[config.mk]
export PLATFORM = sky130hd
export DESIGN_NAME = mult8_product_accumulator
export DESIGN_NICKNAME = d
export VERILOG_FILES = /design/src/rtl/mult8_product_accumulator.sv
export SDC_FILE = /design/constraint.sdc
export NUM_CORES = 1
export LEC_CHECK = 0
export CAP_MARGIN = 20
export CORE_ASPECT_RATIO = 1.4
export CORE_MARGIN = 5
export CORE_UTILIZATION = 40
export CTS_CLUSTER_SIZE = 20
export DETAILED_ROUTE_END_ITERATION = 8
export GPL_ROUTABILITY_DRIVEN = 0
export HOLD_SLACK_MARGIN = 0.02
export PLACE_DENSITY = 0.68
export SKIP_CTS_REPAIR_TIMING = 1
export SLEW_MARGIN = 20
export SYNTH_ARGS = -nofsm -noshare
export SYNTH_HDL_FRONTEND = slang
export SYNTH_SLANG_ARGS = --single-unit
export TNS_END_PERCENT = 5
[constraint.sdc]
create_clock -name clk -period 1.9 [get_ports clk]
set_input_delay 0.285 -clock clk [delete_from_list [all_inputs] [get_ports clk]]
set_output_delay 0.285 -clock clk [all_outputs]
set_load 0.02 [all_outputs]
[src/rtl/mult8_product_accumulator.sv]
// Product accumulator behind the 8x8 multiplier array: sums a programmed
// number of 16-bit products over valid/ready and returns the total with a
// sticky overflow flag, turning the combinational multipliers into a MAC.
module mult8_product_accumulator #(
  parameter int unsigned ACC_W = 24,
  parameter int unsigned LEN_W = 8,
  parameter bit          SAT   = 1'b0
) (
  input  logic             clk,
  input  logic             rst_n,
  input  logic             start,
  input  logic [LEN_W-1:0] len,
  input  logic             in_valid,
  output logic             in_ready,
  input  logic [15:0]      in_prod,
  output logic             out_valid,
  input  logic             out_ready,
  output logic [ACC_W-1:0] out_acc,
  output logic             out_ovf,
  output logic             busy
);

  localparam int unsigned PROD_W = 16;
  localparam int unsigned SUM_W  = ACC_W + 1;

  typedef enum logic [1:0] {
    IDLE  = 2'd0,
    ACCUM = 2'd1,
    DONE  = 2'd2
  } state_t;

  state_t           state;
  state_t           state_next;

  logic [ACC_W-1:0] acc;
  logic [ACC_W-1:0] acc_next;
  logic [LEN_W-1:0] cnt;
  logic [LEN_W-1:0] cnt_next;
  logic             ovf;
  logic             ovf_next;

  logic             in_ready_next;
  logic             out_valid_next;
  logic             busy_next;

  logic             xfer;
  logic [SUM_W-1:0] sum;

  // A product moves only while the registered ready is up (ACCUM only)
  assign xfer = in_valid && in_ready;
  assign sum  = {1'b0, acc} + SUM_W'(in_prod);

  // State register
  always_ff @(posedge clk or negedge rst_n) begin
    if (!rst_n) begin
      state <= IDLE;
    end else begin
      state <= state_next;
    end
  end

  // Next-state decode
  always_comb begin
    state_next = state;
    case (state)
      IDLE: begin
        if (start) begin
          state_next = (len == '0) ? DONE : ACCUM;
        end
      end
      ACCUM: begin
        if (xfer && (cnt == LEN_W'(1))) begin
          state_next = DONE;
        end
      end
      DONE: begin
        if (out_ready) begin
          state_next = IDLE;
        end
      end
      default: state_next = IDLE;
    endcase
  end

  // Handshake/status outputs decoded from the next state so they register with it
  always_comb begin
    in_ready_next  = 1'b0;
    out_valid_next = 1'b0;
    busy_next      = 1'b0;
    case (state_next)
      ACCUM: begin
        in_ready_next = 1'b1;
        busy_next     = 1'b1;
      end
      DONE: begin
        out_valid_next = 1'b1;
        busy_next      = 1'b1;
      end
      default: begin
        in_ready_next  = 1'b0;
        out_valid_next = 1'b0;
        busy_next      = 1'b0;
      end
    endcase
  end

  // Datapath next values: clear on start, add on each accepted product
  always_comb begin
    acc_next = acc;
    cnt_next = cnt;
    ovf_next = ovf;
    if ((state == IDLE) && start) begin
      acc_next = '0;
      cnt_next = len;
      ovf_next = 1'b0;
    end else if ((state == ACCUM) && xfer) begin
      cnt_next = cnt - LEN_W'(1);
      if (sum[ACC_W]) begin
        ovf_next = 1'b1;
        acc_next = SAT ? {ACC_W{1'b1}} : sum[ACC_W-1:0];
      end else begin
        acc_next = sum[ACC_W-1:0];
      end
    end
  end

  // Datapath registers
  always_ff @(posedge clk or negedge rst_n) begin
    if (!rst_n) begin
      acc <= '0;
      cnt <= '0;
      ovf <= 1'b0;
    end else begin
      acc <= acc_next;
      cnt <= cnt_next;
      ovf <= ovf_next;
    end
  end

  // Registered handshake/status outputs
  always_ff @(posedge clk or negedge rst_n) begin
    if (!rst_n) begin
      in_ready  <= 1'b0;
      out_valid <= 1'b0;
      busy      <= 1'b0;
    end else begin
      in_ready  <= in_ready_next;
      out_valid <= out_valid_next;
      busy      <= busy_next;
    end
  end

  // Result is the accumulator itself; it holds from DONE until the next start
  assign out_acc = acc;
  assign out_ovf = ovf;

endmodule

==> flow_summary.json <==
{
  "nets": 463,
  "grt_antenna_before_repair": 0,
  "grt_pass1_vias": 2775,
  "viasPerCell": 5.484,
  "synth_edf_count": 0,
  "fmax_ghz": 0.4715,
  "tightest_slew_ps": 507.7,
  "rsz0062_at_grt": "true",
  "fin_skew_ps": 10.94,
  "route.vias.total": 2676,
  "post-place-ws_ps": -571.3,
  "status": "finished, violations left",
  "cts-htree-levels": 2,
  "fin_cells": 488,
  "required_ps": 2090,
  "async_flop_share": 1.000,
  "area_delta_synth_final_pct": 48.41,
  "crit_type": "flip-flop to flip-flop",
  "hold_path.class": "input port to async pin",
  "ys_ff_latch": 38,
  "io-pin-count": 57,
  "ys.warnings.count": 0,
  "cp_cell_sequence": "ha_4, buf_4, a211oi_2, o211ai_1, nand3_2, a21oi_1, or3_1, a32o_1",
  "ir_drop_mv": 0.6113,
  "maxCapViolCount": 0,
  "avgSynthCellArea_um2": 8.847,
  "synthCells": 298,
  "power_density_nw_per_um2": 1563,
  "p_leak_nw": 1.755,
  "diodes": 0,
  "cts_root_buffer": "clkbuf_8",
  "drtIter0Drc": 94,
  "die_x_um": 78.61,
  "dr.pass1.iters": 4,
  "period_minus_slack_ps": 2121,
  "final_cell_area_um2": 3913,
  "drtAntennaViolNets": 0,
  "clock_sinks": 38,
  "setup_violations": 14,
  "placed_cells": 475,
  "post-route-drc-count": 0,
  "dpl_cell_area_um2": 3692,
  "fin_util": 0.5996,
  "cts_buffer_depth": 2,
  "netlist_area_um2": 2636,
  "cp_slowest_cell": "dfrtp_2",
  "startpoint_type": "flip-flop",
  "drv_slew": 0,
  "rows": 35,
  "critPathCaptureType": "flip-flop",
  "cp_data_arrival_time_ps": 2310,
  "wl_per_cell_um": 15.70,
  "place_hpwl_um": 5716,
  "grt_pass1_wl_um": 12540,
  "path_max_fanout": 2,
  "worst_slack_ps": -220.9,
  "drive_gt1_frac": 0.2464,
  "die_area_um2": 8337,
  "port_buffers": 56,
  "numCtsBuffers": 5,
  "syn_nets": 348,
  "ys_seq_area_frac": 0.3607,
  "cts_tree": "done",
  "nFillCells": 585,
  "gr-total-overflow": 0,
  "grt_max_degree": 39,
  "final_hold_viol_count": 0,
  "finalCritPeriodShare": 1.116,
  "clk_latency_ps": 300,
  "clkTransAtPathRegs_ps": 90,
  "core_um2": 6525,
  "synth_cell_types": 50,
  "slew-limit-headroom": 0.6616,
  "dieHeight_um": 106.1,
  "initial_core_util": 0.4040,
  "grt_usage": 0.1863,
  "yosys_most_used_dff": "dfrtp_1",
  "violations": "setup timing",
  "power_w": 0.006114,
  "critPathMaxStageDelay_ps": 430,
  "drt_wl_total_um": 7664
}
## final cells by class
| class | count | area [µm²] | share of cell area |
|---|---|---|---|
| Tap cell | 74 | 92.59 | 0.02366 |
| Multi-Input combinational cell | 239 | 1705 | 0.4359 |
| Clock inverter | 1 | 5.005 | 0.001279 |
| Sequential cell | 38 | 952.2 | 0.2434 |
| Inverter | 10 | 37.54 | 0.009594 |
| Clock buffer | 7 | 86.33 | 0.02207 |
| Timing Repair Buffer | 119 | 1033 | 0.2642 |
## synth_stat cells (2+ instances only)
cell       n  area share
o211ai_1   8       0.023
o31ai_1    3      0.0085
o21ai_2    2      0.0066
a21o_1     6       0.017
o21bai_1   4       0.011
nor3_1     5      0.0095
dfrtp_1   38        0.36
nor4b_4    2       0.018
or3_4      2      0.0085
and3_1     5       0.012
nand2_1   47       0.067
xnor2_1    5       0.017
nand3_1    4      0.0076
nand2b_1   8       0.019
o311ai_0   3       0.010
and2_1     2      0.0047
a21oi_2    2      0.0066
nor2_1    20       0.028
buf_2      7       0.013
nor2b_1    3      0.0071
o21ai_1    2      0.0038
nor4_1     4      0.0095
clkbuf_1   2      0.0028
ha_1      20       0.095
mux2i_1    6       0.023
nand4_1    5       0.012
a32o_1     2      0.0076
a21oi_1   19       0.036
inv_1     10       0.014
xor2_1     6       0.020
o21ai_0   26       0.049
a221o_1    2      0.0076
## metrics by stage
| step | setup TNS [ps] | hold WS (ps) |
|---|---|---|
| global placement | -8200 | 379.2 |
| global route | -2845 | 84.41 |
| finish | -1519 | 36.03 |
| detailed placement | -8706 | 382.8 |
| CTS | -2632 | 60.32 |
| floorplan | -660.2 | -10.59 |
## state kept, by name, summed over array words and instances (netlist names)
register,cells
out_acc,24
out_ovf,1
in_ready,1
busy,1
cnt,8
state,2
out_valid,1
## path summary, 6_finish.rpt
check / startpoint / end / cells after the start / slack (ps)
min in group clk: in_prod[0] / out_acc[0] / 3 / 370
max reg2reg: out_acc[0] / out_acc[13] / 8 / -220
min reg2reg: out_acc[18] / out_acc[18] / 1 / 510
max in group asynchronous: rst_n / out_acc[0] / 2 / 1500
min: rst_n / out_acc[1] / 2 / 40
max: out_acc[0] / out_acc[13] / 8 / -220
## critical path: cells and delay by family (launching register included)
family | cells | cell delay [ps]
compound gates | 4 | 810
simple gates | 2 | 460
flops | 1 | 430
fa+ha+maj | 1 | 160
buf+inv | 1 | 130
## per-layer routing
layer	track usage	routed length, µm
met1	0.2042	3035
met4	0.07500	172
met5	0	0
met2	0.3433	4125
met3	0.03814	330
## placed cells by master (no fill, tap or decap), drive strengths merged, types with 3 or more instances in the layout
cell type / netlist / layout
mux2i: 6 / 6
inv: 10 / 10
o211ai: 8 / 8
clkbuf: 3 / 7
nand4: 5 / 5
and3: 5 / 5
or3: 3 / 3
dfrtp: 38 / 38
nor2: 20 / 20
o31ai: 3 / 3
nor3: 5 / 5
a21oi: 21 / 21
ha: 20 / 20
and2: 3 / 3
nand2: 47 / 47
o21bai: 4 / 4
nor2b: 3 / 3
xor2: 6 / 6
nor4: 4 / 4
buf: 8 / 64
nand3: 5 / 5
o21ai: 30 / 30
nand2b: 8 / 8
xnor2: 5 / 5
o311ai: 3 / 3
clkdlybuf4s50: 0 / 53
a21o: 6 / 6
## kinds of logic after synthesis
kind of cell	synth area share
xor+xnor	0.03654
mux	0.02278
buf+inv	0.03370
fa+ha+maj	0.1025
simple gates	0.2231
compound gates	0.2207
flops	0.3607
## power by group
group / leakage (nW) / switching (W) / total, W / internal [W]
logic: 1.23 / 0.00207 / 0.00412 / 0.00206
registers: 0.474 / 0.000266 / 0.00139 / 0.00112
clock network: 0.0482 / 0.000311 / 0.000604 / 0.000294
(Power assumes the default switching activity.)
